File: config.mk
export PLATFORM = sky130hd
export DESIGN_NAME = instruction_cache
export DESIGN_NICKNAME = d
export VERILOG_FILES = /design/src/rtl/instruction_cache.sv
export SDC_FILE = /design/constraint.sdc
export NUM_CORES = 1
export LEC_CHECK = 0
export ABC_AREA = 0
export CORE_ASPECT_RATIO = 0.75
export CORE_UTILIZATION = 55
export CTS_CLUSTER_DIAMETER = 30
export DETAILED_ROUTE_END_ITERATION = 8
export PLACE_DENSITY = 0.73
export SETUP_SLACK_MARGIN = 0.4
export SLEW_MARGIN = 20
export SYNTH_ARGS = -nofsm -noshare
export SYNTH_HDL_FRONTEND = slang
export SYNTH_SLANG_ARGS = --single-unit
File: constraint.sdc
create_clock -name clock -period 16.8 [get_ports clock]
set_clock_uncertainty 0.2 [all_clocks]
set_input_delay 3.36 -clock clock [delete_from_list [all_inputs] [get_ports clock]]
set_output_delay 3.36 -clock clock [all_outputs]
set_load 0.1 [all_outputs]
File: src/rtl/instruction_cache.sv
// Direct-mapped read-only I-cache, 8 x 16-byte blocks: hits return a word combinationally with zero stall.
// Misses stall the CPU via cpu_busywait for 1 + memory busy cycles + 1 while the whole block is fetched.
module instruction_cache (
  input  logic         clock,
  input  logic         reset,
  input  logic [9:0]   pc_address,
  output logic [31:0]  instruction,
  output logic         cpu_busywait,
  output logic         mem_read,
  output logic [5:0]   mem_address,
  input  logic [127:0] mem_readinst,
  input  logic         mem_busywait
);

  typedef enum logic [1:0] {
    IDLE     = 2'd0,
    MEM_READ = 2'd1,
    UPDATE   = 2'd2
  } state_t;

  state_t state, state_nxt;

  logic [7:0]   valid;
  logic [2:0]   tag_mem  [8];
  logic [127:0] data_mem [8];

  logic [2:0] tag;
  logic [2:0] index;
  logic [1:0] word;
  logic       hit;
  logic       req_seen;
  logic       unused_addr_bits;

  assign tag              = pc_address[9:7];
  assign index            = pc_address[6:4];
  assign word             = pc_address[3:2];
  assign unused_addr_bits = ^pc_address[1:0];

  assign hit = valid[index] && (tag_mem[index] == tag);

  // Memory may still show mem_busywait low from its idle state on the first
  // MEM_READ edge, so completion only counts once mem_read has been sampled.
  always_ff @(posedge clock or negedge reset) begin
    if (!reset) begin
      state    <= IDLE;
      req_seen <= 1'b0;
    end else begin
      state    <= state_nxt;
      req_seen <= (state == MEM_READ) && (state_nxt == MEM_READ);
    end
  end

  always_comb begin
    state_nxt = state;
    case (state)
      IDLE:     if (!hit) state_nxt = MEM_READ;
      MEM_READ: if (req_seen && !mem_busywait) state_nxt = UPDATE;
      UPDATE:   state_nxt = IDLE;
      default:  state_nxt = IDLE;
    endcase
  end

  always_comb begin
    cpu_busywait = 1'b0;
    mem_read     = 1'b0;
    mem_address  = 6'd0;
    instruction  = 32'd0;
    if (reset) begin
      instruction  = data_mem[index][{word, 5'd0} +: 32];
      cpu_busywait = (state != IDLE) || !hit;
      mem_read     = (state == MEM_READ);
      // Address is held through UPDATE so the memory keeps presenting the block.
      if (state != IDLE) mem_address = {tag, index};
    end
  end

  always_ff @(posedge clock or negedge reset) begin
    if (!reset) begin
      valid <= 8'd0;
    end else if (state == UPDATE) begin
      valid[index] <= 1'b1;
    end
  end

  always_ff @(posedge clock) begin
    if (reset && state == UPDATE) begin
      data_mem[index] <= mem_readinst;
      tag_mem[index]  <= tag;
    end
  end

endmodule
==> impl_metrics.env <==
export IMPL_min_period_over_period_pct=72.73
export IMPL_avgSynthCellArea_um2=18.25
export IMPL_status="completed"
export IMPL_rsz0062_at_grt="no"
export IMPL_drive_gt1_share_pct=20.02
export IMPL_crit_fanout=102
export IMPL_drv_cap=0
export IMPL_ys_types=62
export IMPL_dr_pass1_iters=5
export IMPL_r2r_slack_ps=13040
export IMPL_grt_pass1_vias=23710
export IMPL_gp_congestion=0.8030
export IMPL_synth_main_ff_cell="edfxtp_1"
export IMPL_placed_area_um2=43860
export IMPL_hold_viol_final=0
export IMPL_tightest_slew_ps=1127
export IMPL_htree_levels=4
export IMPL_rows=86
export IMPL_die_w_um=318.3
export IMPL_met2_usage_pct=44.64
export IMPL_clk_transition_reported_paths_ps=50
export IMPL_synth_largest_area_cell="edfxtp_1"
export IMPL_syn_cell_area_um2=41260
export IMPL_fmax_mhz=81.85
export IMPL_post_drt_wl_per_cell_um=30.25
export IMPL_maxSlewViolCount=0
export IMPL_fin_ws_ps=4582
export IMPL_die_h_um=239.2
export IMPL_clock_insertion_delay_worst_skew_ps=750
export IMPL_initial_core_util_pct=55.89
export IMPL_fin_total_pwr_uw=6494
export IMPL_cts_setup_buffers=0
export IMPL_synthArstFlopShare_pct=1.039
export IMPL_grt_use_met3_pct=7.009
export IMPL_relSlewSlack_pct=24.66
export IMPL_grt_pass1_wl_um=157200
export IMPL_crit_path_start_kind="primary input"
export IMPL_critPathArrivalTime_ps=8660
export IMPL_final_area_um2=48890
export IMPL_drc_errors=0
export IMPL_dp_slack_ps=4785
export IMPL_cp_required_ps=13240
export IMPL_p_per_area_nw_per_um2=132.8
export IMPL_grt_util_all_layers_pct=28.62
export IMPL_clock_sinks=1059
export IMPL_clock_path_buffers=3
export IMPL_p_leak_uw=0.01589
export IMPL_whs_path_depth=2
export IMPL_synthCells=2260
export IMPL_hp_class="reg -> reg"
export IMPL_yosysTopAreaCellShare_pct=76.28
export IMPL_num_io_pins=181
export IMPL_setup_viol=0
export IMPL_ys_ff_latch=1059
export IMPL_die_area_um2=76120
export IMPL_synth_area_leaders="edfxtp_1 76%, mux2_2 5.0%, mux2i_1 2.9%, a221oi_1 2.6%, a22oi_1 1.6%"
export IMPL_reg2reg_depth=4
export IMPL_cts_root_buffer_cell="clkbuf_16"
export IMPL_routed_wl_um=108200
export IMPL_core_area_um2=73820
export IMPL_cts_hold_fix_buffers=0
export IMPL_met1_usage_pct=39.37
export IMPL_mappedNetlistNets=2401
export IMPL_cp_end_kind="output port"
export IMPL_cts_tree="done"
export IMPL_yosysWarningCount=0
export IMPL_period_minus_slack_ps=12220
export IMPL_cts_buffers=148
export IMPL_synth_most_common_cell="edfxtp_1"
export IMPL_setup_tns_ps=0
export IMPL_synth_edf_count=1048
export IMPL_ys_seq_area_share_pct=76.95
export IMPL_crit_type="in -> out"
export IMPL_grt_busiest_layer="met2"
export IMPL_grt_overflow=0
export IMPL_final_nets=2621
export IMPL_yosys_top_cells_count="1048 x edfxtp_1, 183 x mux2_2, 122 x a221oi_1, 119 x mux2i_1, 86 x a22oi_1"
export IMPL_ir_drop_mv=0.08270
export IMPL_holdWs_ps=261.5
export IMPL_dr_total_vias=23690
export IMPL_antenna_found_initial=19
export IMPL_dr_first_iter_drc_count=3247
export IMPL_vias_per_cell=6.621
export IMPL_cts_resized=0
export IMPL_grt_max_degree=132
export IMPL_port_buffer_count=178
export IMPL_syn2layout_area_growth_pct=18.51
export IMPL_ant_nets=0
export IMPL_dp_hpwl_um=57450
==> layer usage <==
| layer | wire length (um) | part of all wire (%) |
|---|---|---|
| met5 | 102 | 0.094 |
| met1 | 42010 | 39 |
| met2 | 50900 | 47 |
| met3 | 12310 | 11 |
| met4 | 2907 | 2.7 |
==> worst paths after layout <==
| check | startpoint | end |
|---|---|---|
| max in group asynchronous | reset | req_seen |
| min | valid[1] | valid[1] |
| max reg2reg | state[1] | data_mem[7][54] |
| max | pc_address[5] | instruction[3] |
| min reg2reg | valid[1] | valid[1] |
| min in group asynchronous | reset | valid[7] |
==> area by class of cell <==
type / instances / area (um2)
tap: 968 / 1211
antenna: 8 / 20.02
fill: 4765 / 24920
clock buffer: 177 / 3970
inverter: 7 / 28.78
clock inverter: 95 / 1045
timing repair buffer: 233 / 2243
sequential: 1059 / 31750
multi-input combinational: 1031 / 8630
==> flip-flops by register name, indices dropped and copies added, names as in the netlist <==
| name | flops |
|---|---|
| data_mem | 1024 |
| tag_mem | 24 |
| state | 2 |
| req_seen | 1 |
| valid | 8 |
==> cells by family after synthesis <==
logic type / Yosys count / share of synthesized area (%)
flip-flops: 1059 / 76.95
XOR/XNOR: 1 / 0.02123
AND/OR/NAND/NOR: 163 / 1.802
buffers and inverters: 170 / 2.344
multiplexers: 322 / 8.828
AO/OA/AOI/OAI: 545 / 10.06
==> worst max-delay path, stage by stage <==
cell	delay, ps
clkbuf_8	680
buf_4	710
and2_1	450
buf_4	520
a221oi_1	230
o21ai_0	610
o211ai_1	530
o21ai_1	280
clkdlybuf4s50_1	1180
==> report_power, final <==
group | switching (uW) | leakage [uW] | internal, uW | total (uW)
Combinational | 298 | 0.00390 | 134 | 432
Clock | 1140 | 0.00244 | 1970 | 3110
Sequential | 13.0 | 0.00955 | 2940 | 2950
==> stage by stage <==
stage | util (%) | cells
detailed placement | 59.42 | 3298
floorplan | - | 2260
finish | 66.24 | 3578
CTS | 66.21 | 3570
global route | 66.22 | 3572
global placement | 59.42 | 3298
==> cell usage in the layout, fill, tap and decap left out, types with 16 or more instances in the layout <==
cell type        netlist  final
mux2i_1              119    119
a221o_1               35     35
nand2_1               64     64
edfxtp_1            1048   1048
mux2_2               183    183
clkdlybuf4s50_1        0    174
bufinv_16              0     18
o21ai_0               67     67
clkinv_2               0     23
buf_4                 20     53
a221oi_1             122    122
clkbuf_16              0    154
a21oi_1               51     51
clkinv_1               0     25
a22oi_1               86     86
o22ai_1               23     23
o211ai_1              16     16
nor2_1                45     42
o221ai_1              65     65
clkbuf_1              51     20
Note: power is estimated with default switching activity, not from simulation.
